[config.mk]
export PLATFORM = sky130hd
export DESIGN_NAME = sdm_ramp_ctrl
export DESIGN_NICKNAME = d
export VERILOG_FILES = /design/src/rtl/sdm_ctrl_pkg.sv /design/src/rtl/sdm_dwell_cnt.sv /design/src/rtl/sdm_ramp_ctrl.sv
export SDC_FILE = /design/constraint.sdc
export NUM_CORES = 1
export LEC_CHECK = 0
export ABC_CLOCK_PERIOD_IN_PS = 7490
export CAP_MARGIN = 20
export CORE_MARGIN = 3
export CORE_UTILIZATION = 35
export CTS_BUF_LIST = sky130_fd_sc_hd__clkbuf_16
export CTS_CLUSTER_DIAMETER = 150
export DETAILED_ROUTE_END_ITERATION = 8
export RECOVER_POWER = 50
export SLEW_MARGIN = 20
export SYNTH_ARGS = -nofsm -noshare
export SYNTH_HDL_FRONTEND = slang
export SYNTH_SLANG_ARGS = --single-unit
[constraint.sdc]
create_clock -name clk -period 7.49 [get_ports clk]
set_clock_uncertainty 0.2 [all_clocks]
set_input_delay 1.498 -clock clk [delete_from_list [all_inputs] [get_ports clk]]
set_output_delay 1.498 -clock clk [all_outputs]
set_load 0.02 [all_outputs]
[src/rtl/sdm_ctrl_pkg.sv]
// Shared definitions for the sdm retune sequencer: state encoding and
// modulator timing constants.
package sdm_ctrl_pkg;

  typedef enum logic [1:0] {
    ST_IDLE   = 2'd0,
    ST_RAMP   = 2'd1,
    ST_SETTLE = 2'd2
  } state_e;

  localparam int SETTLE_CYC_DEF = 4;
  localparam int SDM_PIPE_DEPTH = 3;

endpackage

[src/rtl/sdm_dwell_cnt.sv]
// Clearable up-counter with a terminal-count strobe; used for both the
// per-step dwell timer and the post-ramp settle timer.
module sdm_dwell_cnt #(
  parameter int CNT_W = 8
) (
  input  logic             clk,
  input  logic             rst,
  input  logic             clr_i,
  input  logic             en_i,
  input  logic [CNT_W-1:0] limit_i,
  output logic             tc_o
);

  logic [CNT_W-1:0] cnt_q, cnt_d;

  always_comb begin
    cnt_d = cnt_q;
    if (clr_i) begin
      cnt_d = '0;
    end else if (en_i) begin
      cnt_d = cnt_q + CNT_W'(1);
    end
  end

  always_ff @(posedge clk) begin
    if (rst) begin
      cnt_q <= '0;
    end else begin
      cnt_q <= cnt_d;
    end
  end

  assign tc_o = (cnt_q == limit_i);

endmodule

[src/rtl/sdm_ramp_ctrl.sv]
// Retune sequencer: walks sdm.din from its current value to a requested target
// in bounded steps with a programmable dwell, then waits for the modulator to settle.
module sdm_ramp_ctrl
  import sdm_ctrl_pkg::*;
#(
  parameter int W          = 16,
  parameter int DWELL_W    = 8,
  parameter int SETTLE_CYC = SETTLE_CYC_DEF
) (
  input  logic               clk,
  input  logic               rst,
  input  logic [W-1:0]       tgt_word,
  input  logic [W-1:0]       step,
  input  logic [DWELL_W-1:0] dwell,
  input  logic               tgt_valid,
  output logic               tgt_ready,
  input  logic               abort,
  output logic [W-1:0]       sdm_din,
  output logic               busy,
  output logic               done,
  output logic               aborted
);

  localparam int SCNT_W = (SETTLE_CYC > 1) ? $clog2(SETTLE_CYC) : 1;
  localparam logic [SCNT_W-1:0] SETTLE_LIM = SCNT_W'(SETTLE_CYC - 1);

  if (SETTLE_CYC < SDM_PIPE_DEPTH) begin : g_settle_chk
    $error("SETTLE_CYC must cover the sdm pipeline depth");
  end

  // Distance to target, computed one bit wider so the sign survives.
  function automatic logic [W:0] abs_diff(input logic [W-1:0] cur,
                                          input logic [W-1:0] tgt);
    logic signed [W:0] d;
    d = $signed({1'b0, tgt}) - $signed({1'b0, cur});
    return d[W] ? $unsigned(-d) : $unsigned(d);
  endfunction

  // Caller guarantees |tgt-cur| > stp, so the result stays between cur and tgt.
  function automatic logic [W-1:0] step_toward(input logic [W-1:0] cur,
                                               input logic [W-1:0] tgt,
                                               input logic [W-1:0] stp);
    return (tgt > cur) ? (cur + stp) : (cur - stp);
  endfunction

  state_e             state_q, state_d;
  logic [W-1:0]       sdm_din_q, sdm_din_d;
  logic [W-1:0]       tgt_q, step_q;
  logic [DWELL_W-1:0] dwell_q;
  logic               tgt_ready_q, tgt_ready_d;
  logic               busy_q, busy_d;
  logic               done_q, done_d;
  logic               aborted_q, aborted_d;
  logic               load;
  logic               dwell_clr, dwell_en, dwell_tc;
  logic               settle_clr, settle_en, settle_tc;
  logic               arrive;

  sdm_dwell_cnt #(.CNT_W(DWELL_W)) u_dwell_cnt (
    .clk     (clk),
    .rst     (rst),
    .clr_i   (dwell_clr),
    .en_i    (dwell_en),
    .limit_i (dwell_q),
    .tc_o    (dwell_tc)
  );

  sdm_dwell_cnt #(.CNT_W(SCNT_W)) u_settle_cnt (
    .clk     (clk),
    .rst     (rst),
    .clr_i   (settle_clr),
    .en_i    (settle_en),
    .limit_i (SETTLE_LIM),
    .tc_o    (settle_tc)
  );

  assign arrive = (step_q == '0) || (abs_diff(sdm_din_q, tgt_q) <= {1'b0, step_q});

  always_comb begin
    state_d     = state_q;
    sdm_din_d   = sdm_din_q;
    tgt_ready_d = tgt_ready_q;
    busy_d      = busy_q;
    done_d      = 1'b0;
    aborted_d   = 1'b0;
    load        = 1'b0;
    dwell_clr   = 1'b0;
    dwell_en    = 1'b0;
    settle_clr  = 1'b0;
    settle_en   = 1'b0;
    unique case (state_q)
      ST_IDLE: begin
        tgt_ready_d = 1'b1;
        busy_d      = 1'b0;
        if (tgt_valid && tgt_ready_q) begin
          load        = 1'b1;
          dwell_clr   = 1'b1;
          settle_clr  = 1'b1;
          tgt_ready_d = 1'b0;
          busy_d      = 1'b1;
          state_d     = (tgt_word == sdm_din_q) ? ST_SETTLE : ST_RAMP;
        end
      end
      ST_RAMP: begin
        // Abort outranks a coincident update so din freezes where it stands.
        if (abort) begin
          state_d     = ST_IDLE;
          aborted_d   = 1'b1;
          tgt_ready_d = 1'b1;
          busy_d      = 1'b0;
        end else if (dwell_tc) begin
          dwell_clr = 1'b1;
          if (arrive) begin
            sdm_din_d  = tgt_q;
            settle_clr = 1'b1;
            state_d    = ST_SETTLE;
          end else begin
            sdm_din_d = step_toward(sdm_din_q, tgt_q, step_q);
          end
        end else begin
          dwell_en = 1'b1;
        end
      end
      ST_SETTLE: begin
        if (abort) begin
          state_d     = ST_IDLE;
          aborted_d   = 1'b1;
          tgt_ready_d = 1'b1;
          busy_d      = 1'b0;
        end else if (settle_tc) begin
          state_d     = ST_IDLE;
          done_d      = 1'b1;
          tgt_ready_d = 1'b1;
          busy_d      = 1'b0;
        end else begin
          settle_en = 1'b1;
        end
      end
      default: begin
        state_d     = ST_IDLE;
        tgt_ready_d = 1'b1;
        busy_d      = 1'b0;
      end
    endcase
  end

  always_ff @(posedge clk) begin
    if (rst) begin
      state_q     <= ST_IDLE;
      sdm_din_q   <= '0;
      tgt_ready_q <= 1'b1;
      busy_q      <= 1'b0;
      done_q      <= 1'b0;
      aborted_q   <= 1'b0;
    end else begin
      state_q     <= state_d;
      sdm_din_q   <= sdm_din_d;
      tgt_ready_q <= tgt_ready_d;
      busy_q      <= busy_d;
      done_q      <= done_d;
      aborted_q   <= aborted_d;
    end
  end

  // Request fields are pure data: captured on acceptance, no reset needed.
  always_ff @(posedge clk) begin
    if (load) begin
      tgt_q   <= tgt_word;
      step_q  <= step;
      dwell_q <= dwell;
    end
  end

  assign sdm_din   = sdm_din_q;
  assign tgt_ready = tgt_ready_q;
  assign busy      = busy_q;
  assign done      = done_q;
  assign aborted   = aborted_q;

endmodule

==> results of run 1 <==
==> routing by layer <==
layer  GRT usage, %  vias to the layer above  wire (um)
met5              0                        -          0
met4           6.63                        0        448
met3           4.20                       26        846
met2           28.9                      158       7430
met1           24.5                     2366       7390
li1               -                     2436          -
==> sequential cells by signal, indices dropped and copies added, names as in the netlist <==
name	count
step_q	16
busy	1
u_settle_cnt.cnt_q	2
u_dwell_cnt.cnt_q	8
done	1
state_q	2
sdm_din	16
aborted	1
tgt_ready	1
tgt_q	16
dwell_q	8
==> cell families (layout without fill, tap and decap cells) <==
group | count (synthesis) | count (layout)
AND/OR/NAND/NOR | 205 | 205
buffers and inverters | 60 | 124
multiplexers | 14 | 14
flip-flops | 72 | 72
AO/OA/AOI/OAI | 150 | 150
XOR/XNOR | 76 | 76
adder cells (fa/ha/maj) | 56 | 56
==> worst min-delay path by stage <==
stage	slack (ns)	start	depth (start not counted)	end
2_1_floorplan	0.26	u_settle_cnt.cnt_q[1]$_SDFFE_PP0P_	2	u_settle_cnt.cnt_q[1]$_SDFFE_PP0P_
4_1_cts	0.28	busy$_SDFFE_PP0P_	2	busy$_SDFFE_PP0P_
3_3_place_gp	0.27	busy$_SDFFE_PP0P_	2	busy$_SDFFE_PP0P_
5_1_grt	0.31	busy$_SDFFE_PP0P_	2	busy$_SDFFE_PP0P_
6_report	0.28	busy$_SDFFE_PP0P_	2	busy$_SDFFE_PP0P_
3_5_place_dp	0.28	busy$_SDFFE_PP0P_	2	busy$_SDFFE_PP0P_
==> layout by cell type, fill, tap and decap left out, drive strengths merged, types with 16 or more instances in the layout <==
master / synthesis / final
nor2: 64 / 64
dfxtp: 32 / 32
o21ai: 26 / 26
a21oi: 30 / 30
xnor2: 56 / 56
edfxtp: 40 / 40
clkdlybuf4s50: 0 / 21
inv: 43 / 46
a211oi: 18 / 18
nand2: 35 / 35
ha: 54 / 54
dlygate4sd3: 0 / 42
nor3: 16 / 16
xor2: 19 / 19
==> area by class of cell <==
type / count / area [sq um]
Timing Repair Buffer: 65 / 642
Tap cell: 216 / 270
Inverter: 43 / 161
Clock buffer: 10 / 250
Clock inverter: 6 / 82.6
Fill cell: 1574 / 9040
Sequential cell: 72 / 1840
Multi-Input combinational cell: 501 / 3650
==> worst register-to-register path: cells and delay by family (launching register included) <==
family                   cells  cell delay [ns]
buffers and inverters        1             0.07
flip-flops                   1             0.41
adder cells (fa/ha/maj)      2             0.67
AND/OR/NAND/NOR              6             1.83
XOR/XNOR                     1             0.22
AO/OA/AOI/OAI                9             2.56
==> report_power, final <==
part	leakage (nW)	internal, mW	switching (mW)
clock network	0.160	0.286	0.194
logic	1.81	0.476	0.673
registers	0.636	0.502	0.0427
==> metrics by stage <==
| stage | utilization, % | power, mW |
|---|---|---|
| floorplan | - | 1.41 |
| global placement | 41.2 | 1.67 |
| detailed placement | 41.2 | 1.70 |
| CTS | 43.3 | 2.19 |
| global route | 43.3 | 2.33 |
| finish | 43.3 | 2.17 |
==> impl_metrics.env, run 1 <==
export IMPL_status="finished with violations"
export IMPL_violations="max-capacitance violations, max-slew violations"
export IMPL_fp_dieW_um=134
export IMPL_ir_drop_mv=0.154
export IMPL_antenna_found_initial=0
export IMPL_ys_seq_elements=72
export IMPL_tritoncts="done"
export IMPL_slew_viol_final=74
export IMPL_grt_overflow=0
export IMPL_cpLargestDelayFamily="compound AO/OA/AOI/OAI gates"
export IMPL_grt_max_degree=43
export IMPL_timing_hold_ws_ns=0.285
export IMPL_clk_latency_ns=0.35
export IMPL_num_rows=46
export IMPL_drt_iter0_markers=358
export IMPL_synthArstFlopShare_pct=0
export IMPL_cts_made_buffers=9
export IMPL_stdcell_count=913
export IMPL_max_freq_ghz=0.163
export IMPL_min_period_ns=6.13
export IMPL_crit_path_start="sdm_din[6]$_SDFFE_PP0P_"
export IMPL_dr_total_vias=4986
export IMPL_finalWorstSetupSlack_ns=1.36
export IMPL_synth_avg_cell_area_sq_um=9.05
export IMPL_synthFlopType="edfxtp_1"
export IMPL_cts_max_level=3
export IMPL_post_route_drc_count=0
export IMPL_yosys_warnings=0
export IMPL_pre_cts_ws_ns=1.50
export IMPL_hpwlAfterDp_mm=12.6
export IMPL_cp_cell_sequence="inv_1 -> ha_1 -> a211oi_1 -> nor2_1 -> nor4b_1 -> o21ai_0 -> a41oi_1 -> nor2_1 -> a21oi_1 -> ha_1 -> nor2b_1 -> o2111ai_1 -> a211oi_1 -> or4b_2 -> a41o_1 -> a21oi_1 -> xnor3_1 -> nor2b_1 -> o32ai_1"
export IMPL_synthTopCellsByCount="nor2_1, xnor2_1, ha_1"
export IMPL_hold_buffers=0
export IMPL_crit_cells=19
export IMPL_placed_cell_area_sq_um=6570
export IMPL_crit_path_end_kind="flop"
export IMPL_synthesis_nets=733
export IMPL_grt_use_total_pct=18.3
export IMPL_r2r_start="sdm_din[6]$_SDFFE_PP0P_"
export IMPL_diodes=0
export IMPL_core_area_sq_um=15900
export IMPL_cts_setup_buffers=0
export IMPL_relSlewSlack_pct=-40.9
export IMPL_clkSinkCount=72
export IMPL_r2r_slack_ns=1.36
export IMPL_crit_end="sdm_din[15]$_SDFFE_PP0P_"
export IMPL_worst_path_max_delay_cell="or4b_2"
export IMPL_hold_class="flop to flop"
export IMPL_area_growth_pct=20.4
export IMPL_io_pins=64
export IMPL_critPathMaxStageDelay_ns=0.65
export IMPL_synth_top_family_by_area="compound AO/OA/AOI/OAI gates"
export IMPL_routabilityCongestion=0.924
export IMPL_cts_resized=0
export IMPL_final_area_sq_um=6900
export IMPL_synth_area_mux_share_pct=2.47
export IMPL_cp_start_kind="flop"
export IMPL_fp_dieH_um=134
export IMPL_synth_top_area_share_pct=21.0
export IMPL_netlist_top_cells_area="edfxtp_1, ha_1, dfxtp_1"
export IMPL_worst_setup_path_type="flop to flop"
export IMPL_drtAntennaViolNets=0
export IMPL_synthAdderAreaFrac_pct=12.5
export IMPL_power_density_nw_per_um2=315
export IMPL_min_period_over_period_pct=81.9
export IMPL_layout_drive_gt1_share_pct=5.16
export IMPL_rsz0062_at_grt="no"
export IMPL_drt_total_wl_mm=16.1
export IMPL_clockRootBuffer="clkbuf_16"
export IMPL_critPathBufInv=1
export IMPL_synthesis_area_sq_um=5730
export IMPL_clk_pin_slew_ns=0.06
export IMPL_r2r_cells=19
export IMPL_dp_cells=897
export IMPL_grt_pass1_wl_mm=25.8
export IMPL_drt_wirelength_per_cell_um=17.6
export IMPL_nNetsFinal=792
export IMPL_arrival_ns=6.11
export IMPL_synth_distinct_cells=74
export IMPL_dr_pass1_iters=5
export IMPL_synth_most_common_cell="nor2_1"
export IMPL_io_buffers=63
export IMPL_worstMarginPinSlew_ns=2.11
export IMPL_die_area_sq_um=17900
export IMPL_path_max_fanout=12
export IMPL_setup_tns_ns=0
export IMPL_initial_core_util_pct=36.0
export IMPL_synth_xor_area_share_pct=11.9
export IMPL_grt_pass1_vias=4882
export IMPL_via_per_inst=5.46
export IMPL_r2r_end="sdm_din[15]$_SDFFE_PP0P_"
export IMPL_p_leak_nw=2.61
export IMPL_hold_viol_final=0
export IMPL_yosysTopAreaCell="edfxtp_1"
export IMPL_synth_simple_area_share_pct=18.2
export IMPL_syn_inst=633
export IMPL_cts_buffer_depth=2
export IMPL_setup_viol=0
export IMPL_drv_cap=2
export IMPL_required_ns=7.46
export IMPL_ys_seq_area_share_pct=32.1
export IMPL_synth_compound_area_share_pct=18.6
export IMPL_synth_edf_count=40
Note: power is estimated with default switching activity, not from simulation.
==> run 2: changes to the inputs <==
ABC_CLOCK_PERIOD_IN_PS = 5100   (was 7490)
clock period = 5.1 ns   (was 7.49 ns; I/O delays follow)
==> run 2 against run 1 <==
Effect of this change:
- the run now ends clean
- combinational power increased by 98%
- worst setup slack lost 1.4 ns
- hold slack better by 0.0048 ns
- highest routed layer unchanged
- global-route usage grew 1.6 points
- total power grew 71%
==> impl_metrics.env, run 2 (synthesis gave the netlist of run 1 again) <==
export IMPL_dr_pass1_iters=5
export IMPL_grt_max_degree=28
export IMPL_io_pins=64
export IMPL_clk_latency_ns=0.35
export IMPL_stdcell_count=1041
export IMPL_clk_pin_slew_ns=0.06
export IMPL_cp_cell_sequence="inv_2 -> ha_4 -> fa_2 -> and2b_2 -> o31ai_4 -> buf_6 -> a31oi_4 -> o311ai_4 -> or4b_4 -> or3b_4 -> nor2_2 -> nor2_1 -> xor2_1 -> ha_1 -> nand4_1 -> o211ai_1 -> a21oi_1 -> or3_4 -> o41ai_4 -> buf_4 -> mux2i_1 -> o31ai_1"
export IMPL_min_delay_start="busy$_SDFFE_PP0P_"
export IMPL_io_buffers=63
export IMPL_dr_total_vias=5527
export IMPL_cp_start_kind="flop"
export IMPL_min_delay_worst_endpoint="busy$_SDFFE_PP0P_"
export IMPL_grt_pass1_wl_mm=27.7
export IMPL_core_area_sq_um=15900
export IMPL_tritoncts="done"
export IMPL_diodes=0
export IMPL_grt_overflow=0
export IMPL_nNetsFinal=920
export IMPL_drtAntennaViolNets=0
export IMPL_fp_dieW_um=134
export IMPL_r2r_slack_ns=0.005
export IMPL_layout_drive_gt1_share_pct=24.6
export IMPL_worst_setup_path_type="flop to flop"
export IMPL_layout_cells_most_common="buf_4"
export IMPL_holdPathStages=2
export IMPL_drv_cap=0
export IMPL_p_leak_nw=3.26
export IMPL_r2r_end="sdm_din[14]$_SDFFE_PP0P_"
export IMPL_status="finished, final reports clean"
export IMPL_arrival_ns=5.09
export IMPL_setup_viol=0
export IMPL_slew_viol_final=0
export IMPL_placed_cell_area_sq_um=7310
export IMPL_hpwlAfterDp_mm=14.3
export IMPL_p_seq_share_pct=21.5
export IMPL_fp_dieH_um=134
export IMPL_drt_wirelength_per_cell_um=17.6
export IMPL_r2r_cells=22
export IMPL_required_ns=5.09
export IMPL_multi_input_area_sq_um=3880
export IMPL_power_density_nw_per_um2=461
export IMPL_initial_core_util_pct=36.0
export IMPL_path_max_fanout=7
export IMPL_dp_cells=994
export IMPL_cts_buffer_depth=2
export IMPL_total_power_mw=3.72
export IMPL_combPwrFrac_pct=61.3
export IMPL_post_route_drc_count=0
export IMPL_fillers=1511
export IMPL_num_rows=46
export IMPL_final_area_sq_um=8070
export IMPL_hold_class="flop to flop"
export IMPL_drt_total_wl_mm=18.3
export IMPL_routabilityCongestion=0.994
export IMPL_antenna_found_initial=0
export IMPL_area_growth_pct=40.9
export IMPL_clkPwrFrac_pct=17.2
export IMPL_min_period_ns=5.09
export IMPL_cts_made_buffers=9
export IMPL_r2r_start="tgt_q[0]$_DFFE_PP_"
export IMPL_hold_viol_final=0
export IMPL_mostFrequentLayoutCells="buf_4, nor2_1, xnor2_1, ha_1, inv_1"
export IMPL_rsz0062_at_grt="yes"
export IMPL_grt_pass1_vias=5446
export IMPL_worstMarginPinSlew_ns=1.18
export IMPL_clkSinkCount=72
export IMPL_via_per_inst=5.31
export IMPL_timing_hold_ws_ns=0.289
export IMPL_p_sw_mw=1.51
export IMPL_drt_iter0_markers=338
export IMPL_crit_path_end_kind="flop"
export IMPL_ir_drop_mv=0.214
export IMPL_relSlewSlack_pct=21.6
export IMPL_cts_max_level=3
export IMPL_critPathMaxStageDelay_ns=0.56
export IMPL_hold_buffers=0
export IMPL_internal_power_mw=2.21
export IMPL_sw_frac_of_total_pct=40.6
export IMPL_max_freq_ghz=0.196
export IMPL_worst_path_max_delay_cell="or4b_4"
export IMPL_min_period_over_period_pct=99.9
export IMPL_clockRootBuffer="clkbuf_16"
export IMPL_die_area_sq_um=17900
export IMPL_seq_area_sq_um=1840
export IMPL_grt_use_total_pct=19.9
-- run 2: changes by cell type in the layout (fill, tap and decap cells not counted), moves of 3 or more --
cell / change
a21oi_2: +4
nor2_1: -7
buf_6: +3
ha_1: -3
buf_4: +126
o21ai_0: -4
nor2_2: +6
ha_4: +3
a21oi_1: -4
-- run 2: critical path: cells and delay by family (launching register included) --
family / cells / cell delay (ns)
xor gates and xnor gates: 1 / 0.14
and+or+nand+nor: 7 / 1.86
DFF: 1 / 0.34
AOI/OAI and AO/OA: 7 / 0.91
buffers and inverters: 3 / 0.46
adders and majority gates: 3 / 0.80
muxes: 1 / 0.22
-- run 2: per-layer routing --
metal,vias to the layer above,GRT usage (%),share of wire (%)
li1,2688,-,-
met1,2640,26.3,45
met2,161,32.3,47
met3,38,3.26,4.9
met4,0,8.29,2.8
met5,-,0,0
-- run 2: what timing repair did --
| item | 4_1_cts | 5_1_grt |
|---|---|---|
| endpoints found under the setup margin | 18 | 20 |
| pin swaps | 22 | 30 |
| buffers inserted | 13 | 18 |
| gates resized for setup | 23 | 30 |
-- run 2: worst max-delay path by stage --
stage	from	end	slack [ns]	depth (start not counted)
CTS	tgt_q[0]$_DFFE_PP_	sdm_din[4]$_SDFFE_PP0P_	-0.05	21
global placement	tgt_q[0]$_DFFE_PP_	sdm_din[6]$_SDFFE_PP0P_	-0.28	21
detailed placement	tgt_q[0]$_DFFE_PP_	sdm_din[3]$_SDFFE_PP0P_	-0.29	21
floorplan	sdm_din[1]$_SDFFE_PP0P_	sdm_din[15]$_SDFFE_PP0P_	0.01	20
finish	tgt_q[0]$_DFFE_PP_	sdm_din[14]$_SDFFE_PP0P_	0.005	22
global route	tgt_q[0]$_DFFE_PP_	sdm_din[3]$_SDFFE_PP0P_	-0.19	23
-- run 2: cell type report --
type                       count  share of cell area [%]
multi-input combinational    501                    48.1
sequential                    72                    22.8
timing repair buffer         193                    20.0
tap                          216                    3.35
clock buffer                  10                    3.10
inverter                      43                    2.00
clock inverter                 6                   0.604
-- run 2: through the flow --
step	utilization (%)	TNS, ns	setup WS (ns)
3_5_place_dp	45.8	-3.36	-0.293
4_1_cts	48.8	-0.296	-0.0461
6_report	50.6	0	0.00518
2_1_floorplan	-	0	0.0109
3_3_place_gp	45.8	-3.32	-0.282
5_1_grt	50.6	-2.34	-0.190
-- run 2: power groups by stage --
| stage | Clock (mW) | Sequential (mW) | Combinational, mW |
|---|---|---|---|
| floorplan | 0 | 0.793 | 1.28 |
| global placement | 0 | 0.805 | 1.93 |
| detailed placement | 0 | 0.808 | 1.97 |
| CTS | 0.654 | 0.797 | 2.09 |
| global route | 0.675 | 0.808 | 2.47 |
| finish | 0.641 | 0.800 | 2.28 |
